==> config.mk <==
export PLATFORM = sky130hd
export DESIGN_NAME = evm_vote_ctrl
export DESIGN_NICKNAME = d
export VERILOG_FILES = /design/src/rtl/evm_pkg.sv /design/src/rtl/evm_sat_inc.sv /design/src/rtl/evm_vote_ctrl.sv
export SDC_FILE = /design/constraint.sdc
export NUM_CORES = 1
export LEC_CHECK = 0
export BUFFER_PORTS_ARGS = -buffer_cell sky130_fd_sc_hd__buf_2
export CORE_ASPECT_RATIO = 1.75
export CORE_MARGIN = 5
export CORE_UTILIZATION = 45
export DETAILED_ROUTE_END_ITERATION = 10
export GPL_TIMING_DRIVEN = 0
export PLACE_DENSITY_LB_ADDON = 0.15
export RECOVER_POWER = 100
export SLEW_MARGIN = 20
export SYNTH_ARGS = -nofsm -noshare
export SYNTH_HDL_FRONTEND = slang
export SYNTH_SLANG_ARGS = --single-unit
==> constraint.sdc <==
create_clock -name clk -period 1.6 [get_ports clk]
set_input_delay 0.08 -clock clk [delete_from_list [all_inputs] [get_ports clk]]
set_output_delay 0.08 -clock clk [all_outputs]
set_load 0.005 [all_outputs]
==> src/rtl/evm_pkg.sv <==
// Shared constants and FSM state type for the EVM vote-capture controller.
package evm_pkg;

    localparam int CNT_W        = 10;
    localparam int ADDR_W       = 5;
    localparam int NUM_CAND_MAX = 16;
    localparam int TOT_W        = 14;
    localparam logic [CNT_W-1:0] CNT_MAX = 10'd1023;

    typedef enum logic [2:0] {
        IDLE  = 3'd0,
        READ  = 3'd1,
        WRITE = 3'd2,
        LOCK  = 3'd3,
        CLEAR = 3'd4
    } evm_ctrl_state_t;

endpackage

==> src/rtl/evm_sat_inc.sv <==
// Combinational W-bit incrementer that holds at the all-ones maximum.
module evm_sat_inc
    import evm_pkg::*;
#(
    parameter int W = CNT_W
) (
    input  logic [W-1:0] in_val,
    output logic [W-1:0] out_val
);

    // Saturating add-one.
    always_comb begin
        out_val = in_val;
        if (&in_val) begin
            out_val = in_val;
        end else begin
            out_val = in_val + {{(W-1){1'b0}}, 1'b1};
        end
    end

endmodule

==> src/rtl/evm_vote_ctrl.sv <==
// Vote-capture controller: read-increment-write of per-candidate counts, RAM clear
// and result read-out. Define EVM_TOTAL_EN to add the saturating total_votes output.
module evm_vote_ctrl
    import evm_pkg::*;
#(
    parameter int NUM_CAND = 16
) (
    input  logic              clk,
    input  logic              reset,
    input  logic              vote_valid,
    input  logic [3:0]        cand_id,
    output logic              vote_ready,
    output logic              vote_done,
    output logic              vote_err,
    input  logic              result_en,
    input  logic [3:0]        result_addr,
    output logic [CNT_W-1:0]  result_data,
    input  logic              clear_req,
    output logic              clear_done,
    output logic              ram_wr_en,
    output logic              ram_reset,
    output logic [ADDR_W-1:0] ram_addr,
    output logic [CNT_W-1:0]  ram_wdata,
    input  logic [CNT_W-1:0]  ram_rdata
`ifdef EVM_TOTAL_EN
    ,
    output logic [TOT_W-1:0]  total_votes
`endif
);

    localparam logic [4:0] NUM_CAND_L = 5'(NUM_CAND);

    evm_ctrl_state_t   state_q, state_d;
    logic [ADDR_W-1:0] ram_addr_q, ram_addr_d;
    logic [CNT_W-1:0]  count_q, count_d;
    logic              ram_wr_en_q, ram_wr_en_d;
    logic              ram_reset_q, ram_reset_d;
    logic              vote_done_q, vote_done_d;
    logic              vote_err_q, vote_err_d;
    logic              clear_done_q, clear_done_d;
    logic [CNT_W-1:0]  count_inc_s;
    logic              result_mode_s;
    logic              cand_ok_s;

    evm_sat_inc #(.W(CNT_W)) u_cnt_inc (
        .in_val  (ram_rdata),
        .out_val (count_inc_s)
    );

    assign cand_ok_s     = ({1'b0, cand_id} < NUM_CAND_L);
    assign result_mode_s = (state_q == IDLE) && !clear_req && result_en;

    // Read-out path is combinational so the display tracks result_addr directly.
    assign ram_addr    = result_mode_s ? {1'b0, result_addr} : ram_addr_q;
    assign result_data = result_mode_s ? ram_rdata : {CNT_W{1'b0}};
    assign vote_ready  = (state_q == IDLE) && !result_en && !clear_req;
    assign ram_wdata   = count_q;
    assign ram_wr_en   = ram_wr_en_q;
    assign ram_reset   = ram_reset_q;
    assign vote_done   = vote_done_q;
    assign vote_err    = vote_err_q;
    assign clear_done  = clear_done_q;

    // Next-state and next-output logic; pulse outputs default low every cycle.
    always_comb begin
        state_d      = state_q;
        ram_addr_d   = ram_addr_q;
        count_d      = count_q;
        ram_wr_en_d  = 1'b0;
        ram_reset_d  = 1'b0;
        vote_done_d  = 1'b0;
        vote_err_d   = 1'b0;
        clear_done_d = 1'b0;
        case (state_q)
            IDLE: begin
                if (clear_req) begin
                    state_d      = CLEAR;
                    ram_reset_d  = 1'b1;
                    clear_done_d = 1'b1;
                end else if (result_en) begin
                    state_d = IDLE;
                end else if (vote_valid) begin
                    if (cand_ok_s) begin
                        ram_addr_d = {1'b0, cand_id};
                        state_d    = READ;
                    end else begin
                        vote_err_d = 1'b1;
                        state_d    = LOCK;
                    end
                end else begin
                    state_d = IDLE;
                end
            end
            READ: begin
                count_d     = count_inc_s;
                ram_wr_en_d = 1'b1;
                vote_done_d = 1'b1;
                state_d     = WRITE;
            end
            WRITE: begin
                state_d = LOCK;
            end
            // Holding the button never re-arms; the press must be released first.
            LOCK: begin
                if (!vote_valid) begin
                    state_d = IDLE;
                end else begin
                    state_d = LOCK;
                end
            end
            CLEAR: begin
                state_d = IDLE;
            end
            default: begin
                state_d = IDLE;
            end
        endcase
    end

    // State and registered outputs.
    always_ff @(posedge clk or posedge reset) begin
        if (reset) begin
            state_q      <= IDLE;
            ram_addr_q   <= {ADDR_W{1'b0}};
            count_q      <= {CNT_W{1'b0}};
            ram_wr_en_q  <= 1'b0;
            ram_reset_q  <= 1'b0;
            vote_done_q  <= 1'b0;
            vote_err_q   <= 1'b0;
            clear_done_q <= 1'b0;
        end else begin
            state_q      <= state_d;
            ram_addr_q   <= ram_addr_d;
            count_q      <= count_d;
            ram_wr_en_q  <= ram_wr_en_d;
            ram_reset_q  <= ram_reset_d;
            vote_done_q  <= vote_done_d;
            vote_err_q   <= vote_err_d;
            clear_done_q <= clear_done_d;
        end
    end

`ifdef EVM_TOTAL_EN
    logic [TOT_W-1:0] total_q, total_d;
    logic [TOT_W-1:0] total_inc_s;

    evm_sat_inc #(.W(TOT_W)) u_tot_inc (
        .in_val  (total_q),
        .out_val (total_inc_s)
    );

    // Running total follows the issued writes and is wiped with the RAM.
    always_comb begin
        total_d = total_q;
        if (state_q == CLEAR) begin
            total_d = {TOT_W{1'b0}};
        end else if (vote_done_q) begin
            total_d = total_inc_s;
        end else begin
            total_d = total_q;
        end
    end

    // Total counter register.
    always_ff @(posedge clk or posedge reset) begin
        if (reset) begin
            total_q <= {TOT_W{1'b0}};
        end else begin
            total_q <= total_d;
        end
    end

    assign total_votes = total_q;
`endif

endmodule
==> Yosys cells after proc, flatten, opt, wreduce, memory -nomap -nowiden <==
Cells that the tools add are included.
{ "op_classes": {"n_addsub": 1, "eq_ne": 3, "mux": 11, "n_bitwise": 2, "n_reduce_logical": 9} }
{ "ops": {"columns": ["operator", "n"], "rows": [
  ["2-to-1 mux 10 bit", 2],
  ["case mux 3 bit (4 select lines)", 1],
  ["adder 10 x 1 -> 10 bit, second input constant", 1],
  ["AND reduction 10 bit", 1],
  ["== test 3 x 2 -> 1 bit, second input constant", 2],
  ["2-to-1 mux 1 bit", 5],
  ["logical AND 1 bit", 4],
  ["2-to-1 mux 4 bit", 1],
  ["AND reduction 4 bit", 1],
  ["== test 3 x 1 -> 1 bit, second input constant", 1],
  ["logical NOT 3 bit", 1],
  ["2-to-1 mux 3 bit", 1],
  ["logical NOT 1 bit", 2],
  ["2-to-1 mux 2 bit", 1],
  ["NOT 1 bit", 2]
]} }
{ "totals": {"reg_bits": 19, "output_inout_bits": 31, "elab_cells": 31} }

==> Logic depth before layout (Yosys ltp) <==
Gate-level depths: netlist of run 1.
{ "depth": {"word_depth": 4, "ltp_mapped": 5, "mapped_depth_nobuf": 5} }

==> By module <==
From an unflattened synthesis of run 1, not the netlist that was laid out.
{ "unflattened": {"hier_cells": 111, "area_unflattened_um2": 1232.4} }
{ "modules_own_cells": {"columns": ["module", "n_inst", "cells_each", "area_per_inst_um2"], "rows": [
  ["evm_vote_ctrl", 1, 71, 940.9],
  ["evm_sat_inc", 1, 40, 291.5]
]} }

==> Worst setup path after synthesis of run 1 <==
OpenSTA, ideal clock, no wires.
{ "synth_timing": {"path_kind": "reg2out", "from": "register state_q[0]", "to": "output port ram_addr[0]", "arrival_time_ns": 1.339, "t_required_ns": 1.520, "slack_ns": 0.181, "stages_incl_launch_ff": 4, "n_path_buf": 0, "path_cell_list": "dfrtp_1 -> nor4_2 -> and2_0 -> mux2_2"} }
{ "synth_via": {"elab_chain_cells": 4} }
{ "synth_rtl": {"columns": ["item", "line", "rtl"], "rows": [
  ["from (decl)", "evm_vote_ctrl.sv:33", "evm_ctrl_state_t state_q, state_d;"],
  ["from (signal assigned)", "evm_vote_ctrl.sv:132", "state_q <= state_d;"],
  ["logical NOT 3 bit", "evm_vote_ctrl.sv:51", "assign result_mode_s = (state_q == IDLE) && !clear_req && result_en;"],
  ["logical AND 1 bit (2 in a row)", "evm_vote_ctrl.sv:51", null],
  ["2-to-1 mux 4 bit", "evm_vote_ctrl.sv:54", "assign ram_addr = result_mode_s ? {1'b0, result_addr} : ram_addr_q;"],
  ["to (decl)", "evm_vote_ctrl.sv:22", "output logic [ADDR_W-1:0] ram_addr,"]
]} }
No other way between the ends.

==> Final worst setup path of run 1 <==
{ "layout_timing": {"from": "register state_q[1]", "to": "output port ram_addr[3]"} }
Same word-level chain as after synthesis.

==> results of run 1 <==
==> state kept, by name, indices dropped and copies added (netlist names) <==
| register | cells |
|---|---|
| state_q | 3 |
| clear_done | 1 |
| vote_done | 1 |
| ram_addr_q | 4 |
| ram_wdata | 10 |
==> cell families (layout without fill, tap and decap cells) <==
kind of cell | after synthesis | in the layout | synth area share [%]
compound gates | 16 | 16 | 8.74
mux | 10 | 10 | 9.99
flops | 19 | 19 | 43.1
buf+inv | 11 | 70 | 5.11
fa+ha+maj | 1 | 1 | 1.13
simple gates | 50 | 50 | 27.6
xor+xnor | 5 | 5 | 3.97
other cells | 1 | 2 | 0.340
==> power by group through the flow <==
stage	Clock, W	Combinational (W)	Sequential [W]
after floorplan	0	0.000450	0.000851
after global placement	0	0.000790	0.000845
after detailed placement	0	0.000828	0.000859
after CTS	0.000335	0.00103	0.000852
after global routing	0.000355	0.00114	0.000885
final	0.000330	0.00102	0.000850
==> worst paths after layout <==
check / startpoint / to / slack [ns] / depth (start not counted)
worst min-delay path: cand_id[0] / ram_addr_q[0] / 0.05 / 2
worst max-delay path: state_q[1] / ram_addr[3] / -0.10 / 4
worst min register to register: ram_wdata[0] / ram_wdata[0] / 0.48 / 2
min in group asynchronous: reset / vote_done / 0.47 / 3
max in group asynchronous: reset / state_q[2] / 0.65 / 3
worst max register to register: state_q[1] / ram_addr_q[3] / 0.06 / 5
==> repair_timing <==
item / 4_1_cts / 5_1_grt
cloned: 1 / 0
hold endpoints to repair: 19 / 0
endpoints found under the setup margin: 14 / 17
setup buffers: 2 / 0
pin swaps: 5 / 2
hold buffers: 1 / 0
resized for setup: 22 / 8
==> placed cells by master, fill, tap and decap left out, types with 2 or more instances in the layout <==
| cell type | n |
|---|---|
| inv_1 | 4 |
| xnor2_1 | 2 |
| clkbuf_1 | 6 |
| a31oi_1 | 3 |
| dfrtp_1 | 17 |
| and3_4 | 4 |
| buf_4 | 4 |
| buf_2 | 38 |
| buf_6 | 8 |
| conb_1 | 2 |
| mux2i_1 | 2 |
| xor2_1 | 3 |
| nor4_1 | 2 |
| nor2_1 | 9 |
| mux2_4 | 4 |
| mux2_2 | 4 |
| nor4b_1 | 2 |
| o31ai_1 | 4 |
| clkbuf_4 | 2 |
| nand2_1 | 13 |
| buf_8 | 2 |
| o21ai_0 | 8 |
| nand3_1 | 3 |
| and3_1 | 7 |
| clkbuf_8 | 3 |
| dfrtp_2 | 2 |
==> stage by stage <==
stage | setup TNS, ns | setup slack, ns
detailed placement | -0.577 | -0.146
global route | -1.39 | -0.167
global placement | -0.525 | -0.136
finish | -0.423 | -0.101
floorplan | 0 | 0.181
CTS | -0.591 | -0.116
==> layer usage <==
metal	track usage [%]	up-vias
met3	1.18	5
met2	32.8	42
li1	-	516
met5	0	-
met1	21.0	486
met4	7.38	0
==> area by class of cell <==
| cell class | count | area [µm²] |
|---|---|---|
| inverters | 4 | 15.0 |
| clock inverters | 1 | 5.00 |
| repair buffers | 55 | 339 |
| multi-input cells | 84 | 621 |
| plain buffers | 7 | 53.8 |
| clock buffers | 3 | 41.3 |
| flip-flops and latches | 19 | 478 |
| well taps | 25 | 31.3 |
| fillers | 202 | 747 |
==> worst max-delay path: stages (launching register included) <==
cell     delay (ns)
dfrtp_2        0.43
nor4_4         0.28
and2_4         0.23
mux2_4         0.31
buf_6          0.12
==> flow_metrics.tcl, run 1 <==
set metrics [dict create \
    finalHoldViolCount 0 \
    fin_skew_ns 0.00372 \
    period_minus_slack_ns 1.70 \
    p_clk_share_pct 15.0 \
    fin_ws_ns -0.101 \
    netlist_area_mm2 0.00110 \
    rsz0062_at_grt "yes" \
    power_w 0.00220 \
    ys_seq_area_share_pct 43.1 \
    crit_path_end_kind "output pin" \
    yosys_warnings 0 \
    worstHoldPathType "in -> reg" \
    synth_top_cell_area_share_pct 43.1 \
    synthCells 113 \
    cts_buffers 3 \
    synth_cell_types 30 \
    ys.flop_type "dfrtp_1" \
    avgViaCountPerCell 5.30 \
    critPathRequiredTime_ns 1.52 \
    fp-row-count 23 \
    drt_iter0_drc 14 \
    cap_viol_max_count 0 \
    antennaDiodeCount 0 \
    drc 0 \
    slew_viol_final 0 \
    h-tree-depth 1 \
    core_area_mm2 0.00233 \
    setup_viol 8 \
    start_kind "flip-flop" \
    netSwitchingPower_w 0.000743 \
    fp.dieW_um 47.4 \
    p_int_w 0.00145 \
    synth_area_per_cell_um2 9.75 \
    grt.total_usage_pct 18.1 \
    arrival_ns 1.62 \
    cts.sinks 19 \
    outcome "finished with violations" \
    highest_layer "met4" \
    clk_pin_slew_worst_paths_ns 0.07 \
    drtAntennaViolNets 0 \
    period_share_pct 106 \
    dpl.cell_count 190 \
    clock.fmax_mhz 588 \
    seq_power_share_pct 38.7 \
    drt-met1-wl_um 1000 \
    swShare_pct 33.8 \
    design_area_mm2 0.00158 \
    postSynth.asyncResetShare_pct 100 \
    routed-wl-met2_um 1520 \
    vias 1049 \
    dr.pass1.iters 4 \
    synth.most_common_cell "dfrtp_1" \
    antenna_found_initial 0 \
    area_delta_synth_final_pct 43.7 \
    yosysTopAreaCell "dfrtp_1" \
    dieArea_mm2 0.00358 \
    layout-drive-gt1-share_pct 46.2 \
    synth_common_cells "19 x dfrtp_1, 13 x nand2_1, 11 x and3_1, 9 x nor2_1, 8 x mux2_2" \
    fin_cells 198 \
    tritoncts "built" \
    ios 54 \
    grt_overflow_total 0 \
    dieHeight_um 75.5 \
    synth_edf_count 0 \
    wl_per_cell_um 14.2 \
    clock_latency_ns 0.26 \
    p_leak_nw 0.813 \
    post-route-util_pct 68.0 \
    gp_congestion 0.784 \
    cts_buffer_depth 2 \
    grt_max_degree 20 \
    root_buffer "clkbuf_8" \
    fin_nets 198 \
    yosys_register_bits 19 \
    hpwl_um 2180 \
    grt_pass1_vias 1110 \
    wl_met3_um 226 \
    fin_hold_ws_ns 0.0546 \
    critPathKind "reg -> out" \
    grt_pass1_wl_um 4790 \
    yosys-top-cells-area "dfrtp_1 43%, mux2_2 8.2%, and3_1 6.2%, nand2_1 4.4%, o21ai_0 3.2%" \
    violations "negative setup slack" \
    post_dp_cell_area_mm2 0.00139 \
    io_buffers 51 \
    worst_pin_slew_ns 0.679 \
    vdd_drop_max_mv 0.611 \
    power_density_mw_per_mm2 1390 \
    max_slew_margin_pct 54.7 \
    combPwrFrac_pct 46.3 \
    wirelength_um 2800 \
    start_util_pct 47.3 \
    critPathMaxFanout 4 \
]
(Power assumes the default switching activity.)
==> inputs of run 2 (changes only) <==
--- a/config.mk
+++ b/config.mk
@@ -6,9 +6,10 @@
 export NUM_CORES = 1
 export LEC_CHECK = 0
 export BUFFER_PORTS_ARGS = -buffer_cell sky130_fd_sc_hd__buf_2
-export CORE_ASPECT_RATIO = 1.75
+export CORE_ASPECT_RATIO = 1.25
 export CORE_MARGIN = 5
 export CORE_UTILIZATION = 45
+export CTS_CLUSTER_SIZE = 12
 export DETAILED_ROUTE_END_ITERATION = 10
 export GPL_TIMING_DRIVEN = 0
 export PLACE_DENSITY_LB_ADDON = 0.15
==> run 2 against run 1 <==
  * The run still ends with negative setup slack left
  * Clock power down 28%
  * Core utilization is 0.19 points lower
  * Count of clock-buffer cells in the layout grew 1
  * Critical endpoint is now ram_addr[2]
  * Highest routed layer unchanged
==> flow_metrics.tcl, run 2 (synthesis gave the netlist of run 1 again) <==
set metrics [dict create \
    setup_viol 14 \
    drc 0 \
    clock.fmax_mhz 573 \
    critPathMaxFanout 4 \
    fin_nets 201 \
    cts.sinks 19 \
    vias 1064 \
    antennaDiodeCount 0 \
    ios 54 \
    tritoncts "built" \
    dpl_worst_slack_ns -0.0726 \
    fin_skew_ns 0.00119 \
    power_density_mw_per_mm2 1300 \
    critPathKind "reg -> out" \
    start_util_pct 45.9 \
    critPathSlowestCell "dfrtp_2" \
    post-route-util_pct 67.8 \
    fin_ws_ns -0.145 \
    fp-row-count 20 \
    worst_pin_slew_ns 0.697 \
    core_area_mm2 0.00240 \
    root_buffer "clkbuf_4" \
    finalHoldViolCount 0 \
    start_kind "flip-flop" \
    hpwl_um 2080 \
    worstHoldPathType "in -> reg" \
    cts_buffer_depth 2 \
    dpl.cell_count 198 \
    final_cell_mix "34 x buf_2, 16 x dfrtp_1, 13 x nand2_1, 11 x buf_6, 10 x clkbuf_1" \
    layout_commonest_cell "buf_2" \
    dieArea_mm2 0.00355 \
    outcome "finished with violations" \
    crit_path_end_kind "output pin" \
    grt.total_usage_pct 17.4 \
    cap_viol_max_count 0 \
    dieHeight_um 65.3 \
    area_delta_synth_final_pct 47.7 \
    grt_pass1_vias 1083 \
    period_share_pct 109 \
    wirelength_um 2800 \
    cpPeakStageDelay_ns 0.44 \
    fp.dieW_um 54.3 \
    avgViaCountPerCell 5.09 \
    antenna_found_initial 0 \
    vdd_drop_max_mv 0.660 \
    rsz0062_at_grt "yes" \
    max_slew_margin_pct 53.5 \
    grt_overflow_total 0 \
    fin_hold_ws_ns 0.0173 \
    fin_cells 209 \
    dr.pass1.iters 4 \
    p_leak_nw 0.801 \
    largest_reg_flops 10 \
    drtAntennaViolNets 0 \
    wl_per_cell_um 13.4 \
    critPathRequiredTime_ns 1.52 \
    layout-drive-gt1-share_pct 46.6 \
    worstPathCellList "nor4_4 -> and2_4 -> mux2_4 -> buf_6" \
    r2r_slack_ns 0.07 \
    clk_pin_slew_worst_paths_ns 0.10 \
    clock_latency_ns 0.29 \
    arrival_ns 1.67 \
    setup-tns-final_ns -1.02 \
    cts_buffers 3 \
    gp_congestion 0.903 \
    period_minus_slack_ns 1.75 \
    io_buffers 51 \
    violations "negative setup slack" \
    slew_viol_final 0 \
    drt_iter0_drc 23 \
    h-tree-depth 1 \
    grt_max_degree 20 \
    grt_pass1_wl_um 4590 \
]
run 2: changes by cell type in the layout (fill, tap and decap cells not counted), moves of 2 or more:
cell	before	now
buf_2	38	34
clkbuf_1	6	10
buf_6	8	11
clkbuf_4	2	4
and3_1	7	4
clkbuf_8	3	0
and3_4	4	7
buf_4	4	6
run 2: worst max-delay path, delay by kind of cell, from the launching register on:
kind | cells | cell delay (ns)
simple gates | 2 | 0.51
flops | 1 | 0.44
mux | 1 | 0.31
buf+inv | 1 | 0.12
run 2: power breakdown:
part	switching, W	internal, W	total [W]
logic	0.000461	0.000587	0.00105
clock network	0.000141	0.0000971	0.000238
registers	0.000129	0.000709	0.000838
total	0.000731	0.00139	0.00212
run 2: through the flow:
step / total power, W / cell area, µm²
after floorplan: 0.00130 / 1110
after global placement: 0.00164 / 1400
after detailed placement: 0.00167 / 1400
after CTS: 0.00214 / 1590
after global routing: 0.00231 / 1630
final: 0.00212 / 1630
run 2: path summary, 6_finish.rpt:
path,to,from,cells past startpoint
setup / recovery,ram_addr[2],state_q[0],4
hold / removal,ram_addr_q[2],cand_id[2],2
setup reg to reg,ram_addr_q[2],state_q[0],5
hold reg to reg,ram_wdata[1],ram_wdata[1],2
max in group asynchronous,state_q[2],reset,3
min in group asynchronous,vote_done,reset,3
run 2: timing repair:
action                                  CTS  global route
endpoints found under the setup margin   14            17
pin swaps                                 4             4
gates resized for setup                  26             8
hold endpoints to repair                 19             1
hold buffers                              1             1
cloned                                    1             0
buffers inserted                          3             1
run 2: area by class of cell:
| cell class | count | area (µm²) |
|---|---|---|
| Timing Repair Buffer | 58 | 378 |
| Tap cell | 33 | 41.3 |
| Multi-Input combinational cell | 84 | 636 |
| Sequential cell | 19 | 479 |
| Clock buffer | 4 | 26.3 |
| Buffer | 7 | 52.6 |
| Fill cell | 205 | 774 |
| Inverter | 4 | 15.0 |
run 2: layer usage:
layer  share of wire, %  up-vias  GRT usage [%]  routed length [µm]
met5                  0        -              0                   0
li1                   -      522              -                   -
met3                6.0        5          0.907                 168
met4                1.9        0           8.41                  54
met1                 40      496           19.2                1110
met2                 53       41           32.0                1470
==> inputs of run 3 (changes only) <==
==> constraint.sdc (replaced) <==
create_clock -name clk -period 1.6 [get_ports clk]
set_input_delay 0.32 -clock clk [delete_from_list [all_inputs] [get_ports clk]]
set_output_delay 0.32 -clock clk [all_outputs]
set_load 0.005 [all_outputs]
==> run 3 against run 2 <==
  * The flow still finishes with violations (negative setup slack)
  * Setup slack lost 0.24 ns
  * Clock power grew 3%
  * Largest cell class unchanged
  * Clock skew grew 0.0030 ns
  * Critical endpoint is now ram_addr[1]
  * Sequential power grew 1%
  * Total power grew 0.77%
  * Critical path depth is the same
  * Routed wire length grew 2.2%
  * Cell count shrank 0.96%
==> flow_metrics.tcl, run 3 (synthesis gave the netlist of run 1 again) <==
set metrics [dict create \
    outcome "finished with violations" \
    violations "negative setup slack" \
    rsz0062_at_grt "yes" \
    fin_nets 199 \
    power_density_mw_per_mm2 1320 \
    finalHoldViolCount 0 \
    antennaDiodeCount 0 \
    clock.fmax_mhz 503 \
    antenna_found_initial 0 \
    setup_viol 16 \
    core_area_mm2 0.00240 \
    wirelength_um 2860 \
    dieHeight_um 65.3 \
    worstHoldPathType "in -> async" \
    layout-drive-gt1-share_pct 47.7 \
    multi_input_area_um2 639 \
    clk_pin_slew_worst_paths_ns 0.11 \
    tritoncts "built" \
    regArea_um2 479 \
    cts_buffers 3 \
    cts_hold_buf 0 \
    area_delta_synth_final_pct 46.9 \
    r2r_cells 6 \
    grt_pass1_vias 1120 \
    fp.dieW_um 54.3 \
    dr.pass1.iters 4 \
    vias 1066 \
    fin_hold_ws_ns 0.110 \
    cpPeakStageDelay_ns 0.44 \
    fin_cells 207 \
    dieArea_mm2 0.00355 \
    dpl.cell_count 198 \
    h-tree-depth 1 \
    vdd_drop_max_mv 0.714 \
    layout_commonest_cell "buf_2" \
    io_buffers 51 \
    fin_skew_ns 0.00419 \
    arrival_ns 1.67 \
    cts.sinks 19 \
    fp-row-count 20 \
    largest_reg_flops 10 \
    drtAntennaViolNets 0 \
    setup-tns-final_ns -4.76 \
    cts_buffer_depth 2 \
    drt_iter0_drc 14 \
    fillers 221 \
    grt_max_degree 20 \
    start_kind "flip-flop" \
    critPathKind "reg -> out" \
    drc 0 \
    root_buffer "clkbuf_4" \
    power_w 0.00214 \
    grt.total_usage_pct 17.7 \
    grt_overflow_total 0 \
    final_cell_mix "34 x buf_2, 16 x dfrtp_1, 13 x nand2_1, 12 x buf_6" \
    period_minus_slack_ns 1.99 \
    cap_viol_max_count 0 \
    fin_ws_ns -0.388 \
    worstPathCellList "nor4_4 -> and2_4 -> mux2_4 -> buf_6" \
    critPathSlowestCell "dfrtp_2" \
    wl_per_cell_um 13.8 \
    hpwl_um 2130 \
    gp_congestion 0.904 \
    ios 54 \
    critPathMaxFanout 4 \
    slew_viol_final 0 \
    clock_latency_ns 0.30 \
    avgViaCountPerCell 5.15 \
    crit_path_end_kind "output pin" \
    worst_pin_slew_ns 0.697 \
    grt_pass1_wl_um 4720 \
    critPathRequiredTime_ns 1.28 \
    period_share_pct 124 \
    max_slew_margin_pct 53.5 \
    p_leak_nw 0.802 \
    start_util_pct 45.9 \
]
run 3: changes by cell type in the layout (fill, tap and decap cells not counted), sizes merged:
cell	change
clkbuf	-1
dlygate4sd3	-2
buf	+1
run 3: power breakdown:
group          internal, W  leakage [nW]  total, W  switching, W
sequential        0.000709         0.229  0.000849      0.000140
combinational     0.000592         0.558   0.00104      0.000452
clock            0.0000972        0.0150  0.000246      0.000149
total              0.00140         0.802   0.00214      0.000742
run 3: worst max-delay path, delay by kind of cell, from the launching register on:
kind / cells / cell delay [ns]
simple gates: 2 / 0.51
mux: 1 / 0.31
buf+inv: 1 / 0.12
flops: 1 / 0.44
run 3: area by class of cell:
cell class                 count  share of cell area, %
clock buffer                   4                   1.62
inverter                       4                  0.927
timing repair buffer          56                   22.6
sequential                    19                   29.6
buffer                         7                   3.25
multi-input combinational     84                   39.5
tap                           33                   2.55
run 3: repair_timing:
item | 4_1_cts | 5_1_grt
pin swaps | 6 | 2
gates cloned | 1 | 0
setup endpoints to repair | 15 | 19
buffers inserted | 3 | 2
resized for setup | 26 | 8
run 3: final timing paths:
check | from | end | slack [ns]
max | state_q[1] | ram_addr[1] | -0.39
min | reset | vote_done | 0.11
max reg2reg | state_q[1] | ram_addr_q[2] | -0.02
min reg2reg | ram_wdata[1] | ram_wdata[1] | 0.49
max in group asynchronous | reset | state_q[1] | 1.01
min in group clk | cand_id[3] | ram_addr_q[3] | 0.25
run 3: metrics by stage:
| stage | util (%) | setup slack (ns) | instance area [µm²] |
|---|---|---|---|
| after CTS | 66.0 | -0.393 | 1590 |
| after global placement | 58.5 | -0.200 | 1410 |
| after detailed placement | 58.5 | -0.246 | 1410 |
| after global routing | 67.4 | -0.472 | 1620 |
| after floorplan | - | 0.0130 | 1110 |
| final | 67.4 | -0.388 | 1620 |
run 3: metal layers:
layer	share of wire (%)	up-vias	GRT usage, %
li1	-	520	-
met1	39	500	18.7
met2	53	41	33.8
met3	6.6	5	1.59
met4	1.9	0	7.48
met5	0	-	0
